--- config.mk ---
export PLATFORM = sky130hd
export DESIGN_NAME = sobel_3x3
export DESIGN_NICKNAME = d
export VERILOG_FILES = /design/src/rtl/sobel_pkg.sv /design/src/rtl/sobel_abs.sv /design/src/rtl/sobel_3x3.sv
export SDC_FILE = /design/constraint.sdc
export NUM_CORES = 1
export LEC_CHECK = 0
export ABC_AREA = 0
export CAP_MARGIN = 20
export CORE_AREA = 2 2 124 126
export DETAILED_ROUTE_END_ITERATION = 8
export DIE_AREA = 0 0 126 128
export SLEW_MARGIN = 25
export SYNTH_ARGS = -nofsm -noshare
export SYNTH_HDL_FRONTEND = slang
export SYNTH_HIERARCHICAL = 1
export SYNTH_SLANG_ARGS = --single-unit
--- constraint.sdc ---
create_clock -name clk -period 3.87 [get_ports clk]
set_input_delay 0.5805 -clock clk [delete_from_list [all_inputs] [get_ports clk]]
set_output_delay 0.5805 -clock clk [all_outputs]
set_load 0.02 [all_outputs]
--- src/rtl/sobel_pkg.sv ---
// Shared constants and types for the 3x3 Sobel edge detector.
package sobel_pkg;

  localparam int DATA_WIDTH_DEF = 8;
  localparam int PIPE_DEPTH     = 3;
  localparam int GRAD_W         = DATA_WIDTH_DEF + 3;

  typedef logic signed [GRAD_W-1:0] grad_t;

  // Gradient width for an arbitrary pixel width: 4*max pixel plus sign fits in DW+3 bits.
  function automatic int grad_width(input int dw);
    return dw + 3;
  endfunction

endpackage

--- src/rtl/sobel_abs.sv ---
// Signed-to-magnitude conversion; result is one bit narrower than the input
// because the most negative code never occurs for Sobel gradients.
module sobel_abs #(
  parameter int W = 11
) (
  input  logic signed [W-1:0] i_val,
  output logic        [W-2:0] o_mag
);

  assign o_mag = (W-1)'(i_val[W-1] ? -i_val : i_val);

endmodule

--- src/rtl/sobel_3x3.sv ---
// 3-stage pipelined Sobel gradient magnitude with threshold and frame position tracking.
// Optional border masking with `define SOBEL_BORDER_MASK_EN. The edge output is named
// edge_flag because "edge" is a reserved word.
module sobel_3x3
  import sobel_pkg::*;
#(
  parameter int DATA_WIDTH = 8,
  parameter int IMG_W      = 128,
  parameter int IMG_H      = 128
) (
  input  logic                  clk,
  input  logic                  rst,
  input  logic                  win_valid,
  input  logic                  sof,
  input  logic [DATA_WIDTH-1:0] a1,
  input  logic [DATA_WIDTH-1:0] a2,
  input  logic [DATA_WIDTH-1:0] a3,
  input  logic [DATA_WIDTH-1:0] a4,
  input  logic [DATA_WIDTH-1:0] a5,
  input  logic [DATA_WIDTH-1:0] a6,
  input  logic [DATA_WIDTH-1:0] a7,
  input  logic [DATA_WIDTH-1:0] a8,
  input  logic [DATA_WIDTH-1:0] a9,
  input  logic [DATA_WIDTH-1:0] thresh,
  output logic [DATA_WIDTH-1:0] mag,
  output logic                  edge_flag,
  output logic                  out_valid
);

  localparam int GW = grad_width(DATA_WIDTH);
  localparam int AW = DATA_WIDTH + 2;
  localparam int CW = (IMG_W > 1) ? $clog2(IMG_W) : 1;
  localparam int RW = (IMG_H > 1) ? $clog2(IMG_H) : 1;
  localparam logic [CW-1:0]         COL_LAST = CW'(IMG_W - 1);
  localparam logic [RW-1:0]         ROW_LAST = RW'(IMG_H - 1);
  localparam logic [DATA_WIDTH-1:0] MAG_MAX  = '1;

  logic [PIPE_DEPTH-1:0]   r_vpipe;
  logic [CW-1:0]           r_col;
  logic [RW-1:0]           r_row;
  logic signed [GW-1:0]    r_gx, r_gy;
  logic [AW-1:0]           r_absx, r_absy;
  logic [DATA_WIDTH-1:0]   r_mag;
  logic                    r_edge;

  logic [CW-1:0]           w_col_cur;
  logic [RW-1:0]           w_row_cur;
  logic [GW-1:0]           w_gx_p, w_gx_n, w_gy_p, w_gy_n;
  logic signed [GW-1:0]    w_gx, w_gy;
  logic [AW-1:0]           w_absx, w_absy;
  logic [GW-1:0]           w_sum;
  logic [DATA_WIDTH-1:0]   w_sat;
  logic [DATA_WIDTH-1:0]   w_mag_fin;
  logic                    w_edge_fin;

  // A sof beat is always position (0,0), whatever the counters say.
  assign w_col_cur = sof ? '0 : r_col;
  assign w_row_cur = sof ? '0 : r_row;

  always_ff @(posedge clk) begin
    if (rst) begin
      r_col <= '0;
      r_row <= '0;
    end else if (win_valid) begin
      if (w_col_cur == COL_LAST) begin
        r_col <= '0;
        r_row <= (w_row_cur == ROW_LAST) ? '0 : w_row_cur + 1'b1;
      end else begin
        r_col <= w_col_cur + 1'b1;
        r_row <= w_row_cur;
      end
    end
  end

  assign w_gx_p = GW'(a3) + (GW'(a6) << 1) + GW'(a9);
  assign w_gx_n = GW'(a1) + (GW'(a4) << 1) + GW'(a7);
  assign w_gy_p = GW'(a7) + (GW'(a8) << 1) + GW'(a9);
  assign w_gy_n = GW'(a1) + (GW'(a2) << 1) + GW'(a3);
  assign w_gx   = signed'(w_gx_p - w_gx_n);
  assign w_gy   = signed'(w_gy_p - w_gy_n);

  sobel_abs #(.W(GW)) u_abs_x (.i_val(r_gx), .o_mag(w_absx));
  sobel_abs #(.W(GW)) u_abs_y (.i_val(r_gy), .o_mag(w_absy));

  assign w_sum = GW'(r_absx) + GW'(r_absy);
  assign w_sat = (w_sum > GW'(MAG_MAX)) ? MAG_MAX : w_sum[DATA_WIDTH-1:0];

`ifdef SOBEL_BORDER_MASK_EN
  logic r_border1, r_border2;
  logic w_border;

  // Windows touching the first two rows/columns are not fully populated upstream.
  assign w_border = (32'(w_row_cur) < 32'd2) || (32'(w_col_cur) < 32'd2);

  always_ff @(posedge clk) begin
    if (rst) begin
      r_border1 <= 1'b0;
      r_border2 <= 1'b0;
    end else begin
      if (win_valid)  r_border1 <= w_border;
      if (r_vpipe[0]) r_border2 <= r_border1;
    end
  end

  assign w_mag_fin  = r_border2 ? '0 : w_sat;
  assign w_edge_fin = r_border2 ? 1'b0 : (w_sat >= thresh);
`else
  assign w_mag_fin  = w_sat;
  assign w_edge_fin = (w_sat >= thresh);
`endif

  always_ff @(posedge clk) begin
    if (rst) begin
      r_vpipe <= '0;
      r_gx    <= '0;
      r_gy    <= '0;
      r_absx  <= '0;
      r_absy  <= '0;
      r_mag   <= '0;
      r_edge  <= 1'b0;
    end else begin
      r_vpipe <= {r_vpipe[PIPE_DEPTH-2:0], win_valid};
      if (win_valid) begin
        r_gx <= w_gx;
        r_gy <= w_gy;
      end
      if (r_vpipe[0]) begin
        r_absx <= w_absx;
        r_absy <= w_absy;
      end
      // Outputs hold their last values between valid beats.
      if (r_vpipe[1]) begin
        r_mag  <= w_mag_fin;
        r_edge <= w_edge_fin;
      end
    end
  end

  assign mag       = r_mag;
  assign edge_flag = r_edge;
  assign out_valid = r_vpipe[PIPE_DEPTH-1];

endmodule

==> metrics, run 1 <==
Syn Std Cell Area 0.00510 mm2; HP Class register to register; Slowest Stage Delay on Critical Path 0.55 ns; CTS tree done; hold_buf cts 0; WS Path Type primary input to register; peak supply drop 262 uV; Slew Viols, Final 0; initial antenna violation count 0; #FFs+latches synth 54; Buffers on Ports 84; Finished Cell Area 0.00659 mm2; Top delay family on crit path adder cells; Vert. Die Dim 128 um; wire per inst 12.4 um; gr usage total 12.7%; Mapped Cells 532; most used cell, CP fa_1; die area 0.0161 mm2; Synth top area share 24.7%; Vias 3834; run status finished clean; first-pass GRT wire length 17300 um; max frequency 0.267 GHz; H-Tree Depth 2; number of setup violations in the final report 0; Synth Area per Inst 9.59 um2; Layout Nets 822; Post-route DRC 0; Reg clk slew, reported paths 0.07 ns; clock sinks 54; Crit path buffers/inverters 4; total negative setup slack 0 ns; Async SR Flop Fraction 0%; pwr dens 562 mW/mm2; Area Overhead vs Synth 29.3%; commonest non-fill, non-tap cell in the layout inv_1; share of cells above drive strength 1 14.4%; length of the first detailed-routing pass in iterations 5; final count of hold timing violations 0; Initial Util 34.3%; Max Cap Viol 0; Cell Chain, Critical Path clkdlybuf4s50_1 -> inv_1 -> fa_1 -> fa_1 -> fa_1 -> buf_4 -> ha_1 -> a21oi_2 -> o21ai_1 -> a21oi_2 -> buf_4 -> xor2_1 -> o22ai_1; slowest stage cell, crit path fa_1; Worst EP required 4.02 ns; synth top area cells fa_1, dfxtp_1, ha_1, inv_1, mux2i_1; Post-synth top flop dfxtp_1; sequential area share after synthesis 21.2%; DP Area 0.00625 mm2; Post-synth EDFFs 0; Clock Latency Late Sink 0.29 ns; Worst Path Max Fanout 2; Root Buffer clkbuf_16; CP Data Arrival Time 3.90 ns; vias per inst 4.68; measured slew at the worst slew-check pin 0.669 ns; Yosys cell types 44; CORE AREA 0.0149 mm2; hpwl dp 8620 um; DRT antenna net count 0; row count 45; Tmin final 3.75 ns; warnings from Yosys 6; vias in the first global route 4055; # fillers 1438; commonest non-fill, non-tap cells in the layout inv_1, clkdlybuf4s50_1, nor2_1; Pwr Total 3.70 mW; largest net degree at the start of global routing 34; Ports 94; Die Span X 126 um; Lkg Pwr 3.02 nW; Antenna Cells 0; GRT overflow 0; clock tree buffer depth 2; max_slew headroom 55.4%; Worst Setup Start Kind primary input; Max Clock Skew 0.00779 ns; gp weighted congestion 0.776; Final Routed Wirelength 10200 um; Synth area leader fa_1; ratio of final minimum period to clock period 96.8%; post-synth net total 723; CTS Buf Count 5; DRT iter0 DRCs 143; Setup crit end kind register
## worst reg2reg max path, stage by stage, from the launching register on
cell      delay [ns]
dfxtp_1         0.34
ha_1            0.19
inv_1           0.06
fa_1            0.41
nor2b_2         0.15
o21bai_1        0.09
a31oi_1         0.27
mux2i_2         0.50
and2_1          0.21
ha_1            0.22
nand2b_1        0.14
a21oi_1         0.15
nor2b_1         0.06
o21ai_0         0.15
a21oi_1         0.11
o31a_1          0.24
## sequential cells by signal, indices dropped and copies added, names as in the netlist
| signal | count |
|---|---|
| r_gx | 11 |
| r_gy | 11 |
| r_absx | 10 |
| mag | 8 |
| edge_flag | 1 |
| r_absy | 10 |
| r_vpipe | 3 |
## cell type report
type                       instances  area [um2]  share of cell area (%)
clock buffer                       6         139                    2.11
clock inverter                     2        17.5                   0.266
inverter                          90         338                    5.12
multi-input combinational        369        3710                    56.2
sequential                        54        1080                    16.4
tap                              188         235                    3.57
timing repair buffer             111        1080                    16.3
## report_power, final
group	total (mW)	internal, mW	switching [mW]
Sequential	0.796	0.669	0.127
Combinational	2.45	1.26	1.19
Clock	0.459	0.260	0.199
## cell usage after synthesis (2+ instances only)
master	instances
a21o_1	4
o21ai_1	3
o31ai_2	2
o31a_1	2
dfxtp_1	54
a211oi_1	7
clkbuf_1	9
o21a_1	5
buf_1	3
o31ai_1	4
or3b_2	2
o22ai_1	4
o41ai_2	2
or4_1	2
inv_1	90
and2_1	2
ha_1	44
a21oi_1	15
o21ai_0	20
a211oi_2	8
o41ai_1	2
o21bai_1	3
nand2_1	16
nand2b_1	11
buf_4	4
mux2i_1	30
fa_1	63
xnor2_1	23
nor2b_1	7
or4_4	2
buf_2	2
nor2_1	63
xor2_1	13
## stage by stage
step	setup WS, ns	std cells	hold slack [ns]	util [%]
2_1_floorplan	0.271	532	0.465	-
3_3_place_gp	-0.392	808	0.485	42.0
3_5_place_dp	-0.507	808	0.492	42.0
4_1_cts	0.00313	816	0.505	43.4
5_1_grt	-0.0139	820	0.539	44.4
6_report	0.122	820	0.503	44.4
## final timing paths
path,endpoint,slack (ns),start,cells past startpoint
worst max register to register,edge_flag,0.48,r_absy[0],15
worst min register to register,r_absy[8],0.50,r_absy[8],2
worst max-delay path,r_gy[6],0.12,a2[1],13
worst min-delay path,r_absy[8],0.50,r_absy[8],2
## repair_timing
action                                  4_1_cts  5_1_grt
gates resized for setup                      16       38
endpoints found under the setup margin        9        8
pin swaps                                    13       42
setup buffers                                 0        4
## kinds of logic (layout without fill, tap and decap cells)
family,count (synthesis),in the layout,share of synthesized area [%]
AOI/OAI and AO/OA,85,85,12.1
and+or+nand+nor,110,110,10.3
adders and majority gates,107,107,35.5
muxes,31,31,6.16
xor gates and xnor gates,36,36,6.18
DFF,54,54,21.2
buffers and inverters,109,209,8.51
## metal layers
| metal | up-vias | GRT usage [%] | routed length (um) | part of all wire (%) |
|---|---|---|---|---|
| met5 | - | 0 | 0 | 0 |
| met4 | 0 | 2.65 | 76 | 0.75 |
| met3 | 6 | 1.50 | 297 | 2.9 |
| met2 | 50 | 24.4 | 5520 | 54 |
| met1 | 1860 | 15.3 | 4280 | 42 |
| li1 | 1918 | - | - | - |
Note: power is estimated with default switching activity, not from simulation.
==> inputs of run 2 (changes only) <==
- CAP_MARGIN: 20 -> 5
- SLEW_MARGIN: 25 -> default
- TNS_END_PERCENT: default -> 1
==> run 2 against run 1 <==
Net effect: routed wire length up 0.81%; largest power group unchanged; design area down 0.40%; sequential cell count unchanged; critical path type unchanged; sequential power about the same.
==> metrics, run 2 (same netlist as run 1, synthesis figures left out) <==
die area 0.0161 mm2 (unchanged); clock network power share 13.4% (+1.0 points); pwr dens 570 mW/mm2 (+1.4%); Vias 3798 (-0.94%); Die Span X 126 um (unchanged); final count of hold timing violations 0 (unchanged); hpwl dp 8600 um (-0.25%); Max Clock Skew 0.00805 ns (+0.000265 ns); WS Path Type primary input to register; number of setup violations in the final report 0 (unchanged); Reg clk slew, reported paths 0.07 ns (about the same); CTS tree done; CTS Buf Count 5 (unchanged); Worst Path Max Fanout 2 (unchanged); HP Class register to register; Slew Viols, Final 0 (unchanged); first-pass GRT wire length 17400 um (+0.20%); DP Area 0.00625 mm2 (about the same); measured slew at the worst slew-check pin 1.20 ns (+0.527 ns); vias in the first global route 4006 (-1.2%); RSZ-0062 raised after global routing true; combinational power share 65.3% (-0.8 points); Antenna Cells 0 (unchanged); ratio of final minimum period to clock period 97.3% (+0.47 points); vias per inst 4.64 (-0.70%); commonest non-fill, non-tap cells in the layout inv_1, clkdlybuf4s50_1, nor2_1; final worst slack 0.104 ns (-0.0181 ns); Vert. Die Dim 128 um (unchanged); row count 45 (unchanged); Lkg Pwr 2.95 nW (-2.5%); Worst EP required 4.03 ns (about the same); Worst Setup SP a3[2]; Layout Nets 821 (-0.12%); final core utilization 44.2% (-0.18 points); Tmin final 3.77 ns (+0.0181 ns); run status finished clean; length of the first detailed-routing pass in iterations 4 (-1); DRT antenna net count 0 (unchanged); Worst R2R Start r_absy[0]; clock tree buffer depth 2 (unchanged); Buffers on Ports 84 (unchanged); Initial Util 34.3% (unchanged); Ports 94 (unchanged); wire per inst 12.5 um (+1.1%); Pint 2.22 mW (+1.5%); Psw 1.52 mW (+0.39%); Final Routed Wirelength 10300 um (+0.81%); Largest regs r_gx x11, r_gy x11; DP Worst Slack -0.518 ns (-0.0104 ns); DRT iter0 DRCs 134 (-6.3%); Reg2Reg Setup Slack 0.46 ns (-0.02 ns); gp weighted congestion 0.776 (unchanged); CORE AREA 0.0149 mm2 (unchanged); Clock Latency Late Sink 0.29 ns (about the same); peak supply drop 254 uV (-2.9%); gr usage total 12.8% (+0.11 points); Seq pwr share 21.3% (-0.2 points); largest net degree at the start of global routing 34 (unchanged); Setup crit end kind register; Post-route DRC 0 (unchanged); Net Sw Frac 40.7% (-0.26 points); Worst Hold Launch r_absy[8]; Worst Setup Start Kind primary input; Finished Cell Area 0.00657 mm2 (-0.40%); Area Overhead vs Synth 28.7%; Root Buffer clkbuf_16; commonest non-fill, non-tap cell in the layout inv_1; share of cells above drive strength 1 13.2% (-1.2 points); hold_buf cts 0 (unchanged); clock sinks 54 (unchanged); Max Cap Viol 0 (unchanged); max frequency 0.266 GHz (-0.48%); GRT overflow 0 (unchanged); CP Data Arrival Time 3.92 ns (+0.02 ns); max_slew headroom 20.2% (-35 points); total negative setup slack 0 ns (unchanged); initial antenna violation count 0 (unchanged); H-Tree Depth 2 (unchanged)
[run 2: metal layers]
layer / routed length, um / track usage, % / up-vias
met5: 0 / 0 / -
met4: 124 / 3.04 / 0
met3: 239 / 1.67 / 9
met2: 5440 / 23.8 / 45
met1: 4450 / 15.8 / 1835
li1: - / - / 1909
[run 2: area by class of cell]
class,instances,area (um2)
flip-flops and latches,54,1080
well taps,188,235
multi-input cells,369,3700
fillers,1437,8300
inverters,90,338
clock inverters,2,38.8
repair buffers,110,1040
clock buffers,5,125
[run 2: path summary, 6_finish.rpt]
check                                  to  depth (start not counted)
worst min register to register  r_absy[8]                          2
worst max-delay path              r_gy[6]                         13
worst max register to register  edge_flag                         15
worst min-delay path            r_absy[8]                          2
[run 2: power groups by stage]
stage	Sequential [mW]	Clock, mW	Combinational, mW
floorplan	0.767	0	1.59
global placement	0.803	0	2.18
detailed placement	0.810	0	2.22
CTS	0.797	0.510	2.31
global route	0.815	0.532	2.76
finish	0.797	0.502	2.44
[run 2: through the flow]
stage          std cells  hold slack (ns)  power [mW]
3_5_place_dp         808            0.493        3.03
5_1_grt              818            0.537        4.11
4_1_cts              815            0.509        3.62
6_report             818            0.502        3.74
2_1_floorplan        532            0.465        2.36
3_3_place_gp         808            0.485        2.99
[run 2: critical path, cell delays in order]
cell and delay (ns):
clkdlybuf4s50_1 0.52, inv_1 0.07, fa_1 0.52, fa_1 0.42, fa_1 0.48, buf_4 0.15, ha_1 0.30, a21oi_2 0.18
o21ai_1 0.10, a21oi_2 0.19, buf_4 0.14, xor2_1 0.16, o22ai_1 0.10
[run 2: what timing repair did]
action | in CTS | in global routing
pin swaps | 14 | 29
resized for setup | 15 | 26
buffers inserted | 0 | 3
endpoints found under the setup margin | 9 | 9
==> inputs of run 3 (changes only) <==
- CAP_MARGIN: 5 -> 20
==> run 3 against run 2 <==
Net effect: hold slack barely moved; clock-buffer cell count stayed put; routed wire length is 0.43% lower; non-clock buffer count increased by 1; final cell count rose by 0.12%; register-to-register slack barely moved; critical endpoint unchanged; worst setup slack got worse by 0.0010 ns; utilization rose by 0.19 points; first-iteration DRC count unchanged; die area is the same; critical path depth is the same; largest cell class unchanged; sequential share of layout area is 0.069 points lower.
==> metrics, run 3 (same netlist as run 1, synthesis figures left out) <==
run status finished clean; Ports 94 (unchanged); commonest non-fill, non-tap cells in the layout inv_1, clkdlybuf4s50_1, nor2_1; share of cells above drive strength 1 13.3% (+0.14 points); hold_buf cts 0 (unchanged); Lkg Pwr 2.96 nW (+0.41%); max frequency 0.265 GHz (about the same); Largest regs r_gx x11, r_gy x11; final core utilization 44.4% (+0.19 points); H-Tree Depth 2 (unchanged); GRT overflow 0 (unchanged); peak supply drop 254 uV (about the same); max_slew headroom 53.5% (+33 points); Hold WS 0.501 ns (-0.000303 ns); final count of hold timing violations 0 (unchanged); DP Area 0.00625 mm2 (unchanged); Sequential Area 0.00108 mm2 (unchanged); worst r2r path cells 15 (unchanged); Max Clock Skew 0.00808 ns (+0.0000263 ns); vias per inst 4.64 (-0.15%); Clock Latency Late Sink 0.29 ns (about the same); number of setup violations in the final report 0 (unchanged); row count 45 (unchanged); Worst R2R Start r_absy[0]; DRT iter0 DRCs 134 (unchanged); measured slew at the worst slew-check pin 0.698 ns (-0.498 ns); clock tree buffer depth 2 (unchanged); DRT antenna net count 0 (unchanged); length of the first detailed-routing pass in iterations 4 (unchanged); Buffers on Ports 84 (unchanged); initial antenna violation count 0 (unchanged); Tmin final 3.77 ns (+0.00101 ns); RSZ-0062 raised after global routing true; final worst slack 0.103 ns (-0.00101 ns); Area Overhead vs Synth 29.3%; pwr dens 567 mW/mm2 (-0.48%); Reg clk slew, reported paths 0.07 ns (about the same); Seq pwr share 21.2% (about the same); Initial Util 34.3% (unchanged); Worst Setup Start Kind primary input; reg-to-reg endpoint edge_flag; Psw 1.52 mW (-0.29%); Final Routed Wirelength 10200 um (-0.43%); WS Path Type primary input to register; Post-route DRC 0 (unchanged); Reg2Reg Setup Slack 0.46 ns (about the same); combinational power share 65.4% (about the same); CTS Buf Count 5 (unchanged); die area 0.0161 mm2 (unchanged); # fillers 1434 (-0.21%); gp weighted congestion 0.776 (unchanged); hpwl dp 8600 um (unchanged); Setup crit end kind register; wire per inst 12.5 um (-0.55%); clock network power share 13.4% (about the same); Worst EP required 4.03 ns (about the same); ratio of final minimum period to clock period 97.3% (about the same); hold path endpoint r_absy[8]; commonest non-fill, non-tap cell in the layout inv_1; CP Data Arrival Time 3.92 ns (about the same); CTS tree done; vias in the first global route 4006 (unchanged); Post-Layout Cell Count 819 (+0.12%); Finished Cell Area 0.00660 mm2 (+0.42%); Layout Nets 822 (+0.12%); Pwr Total 3.74 mW (about the same); clock sinks 54 (unchanged); largest net degree at the start of global routing 34 (unchanged); Multi-input gate area 0.00370 mm2 (unchanged); Vias 3797 (-0.026%); Pint 2.22 mW (about the same); gr usage total 12.8% (unchanged); CORE AREA 0.0149 mm2 (unchanged); Antenna Cells 0 (unchanged); HP Class register to register; Vert. Die Dim 128 um (unchanged); total negative setup slack 0 ns (unchanged); first-pass GRT wire length 17400 um (unchanged); Slew Viols, Final 0 (unchanged); Die Span X 126 um (unchanged); Worst Path Max Fanout 2 (unchanged); Net Sw Frac 40.6% (-0.092 points); Hold Path Stages 2 (unchanged); Worst Hold Launch r_absy[8]; Max Cap Viol 0 (unchanged); DP Worst Slack -0.518 ns (unchanged); placed insts 808 (unchanged); Root Buffer clkbuf_16
[run 3: changes by cell type in the layout (fill, tap and decap cells not counted)]
cell	previous run	this run
buf_16	0	1
[run 3: layout make-up]
class / instances / share of cell area (%)
clock buffers: 5 / 1.90
well taps: 188 / 3.57
flip-flops and latches: 54 / 16.4
multi-input cells: 369 / 56.2
inverters: 90 / 5.12
clock inverters: 2 / 0.588
repair buffers: 111 / 16.3
[run 3: what timing repair did]
action / CTS / global route
hold endpoints to repair: 0 / 0
gates cloned: 0 / 0
setup buffers: 0 / 3
resized for setup: 15 / 26
pin swaps: 14 / 29
endpoints found under the setup margin: 9 / 9
[run 3: worst max-delay path by stage]
| stage | endpoint | depth (start not counted) | from |
|---|---|---|---|
| finish | r_gy[6] | 13 | a3[2] |
| global route | r_gy[9] | 14 | a2[2] |
| global placement | r_gy[9] | 13 | a3[2] |
| CTS | r_gy[9] | 13 | a3[2] |
| floorplan | r_gy[9] | 13 | a2[2] |
| detailed placement | r_gx[9] | 13 | a7[2] |
[run 3: per-layer routing]
metal / share of wire (%) / wire [um] / global-route usage (%)
met1: 43 / 4390 / 15.8
met2: 53 / 5460 / 23.8
met3: 2.4 / 244 / 1.67
met4: 1.2 / 124 / 3.04
met5: 0 / 0 / 0
[run 3: power by group through the flow]
stage | clock network (mW) | logic (mW) | registers, mW
final | 0.501 | 2.45 | 0.792
after global routing | 0.532 | 2.77 | 0.811
after CTS | 0.510 | 2.31 | 0.797
after detailed placement | 0 | 2.22 | 0.810
after global placement | 0 | 2.18 | 0.803
after floorplan | 0 | 1.59 | 0.767
[run 3: critical path, stage by stage]
cell and delay (ns):
clkdlybuf4s50_1 0.52, inv_1 0.07, fa_1 0.52, fa_1 0.42, fa_1 0.48, buf_4 0.15, ha_1 0.30, a21oi_2 0.18
o21ai_1 0.10, a21oi_2 0.19, buf_4 0.14, xor2_1 0.16, o22ai_1 0.10
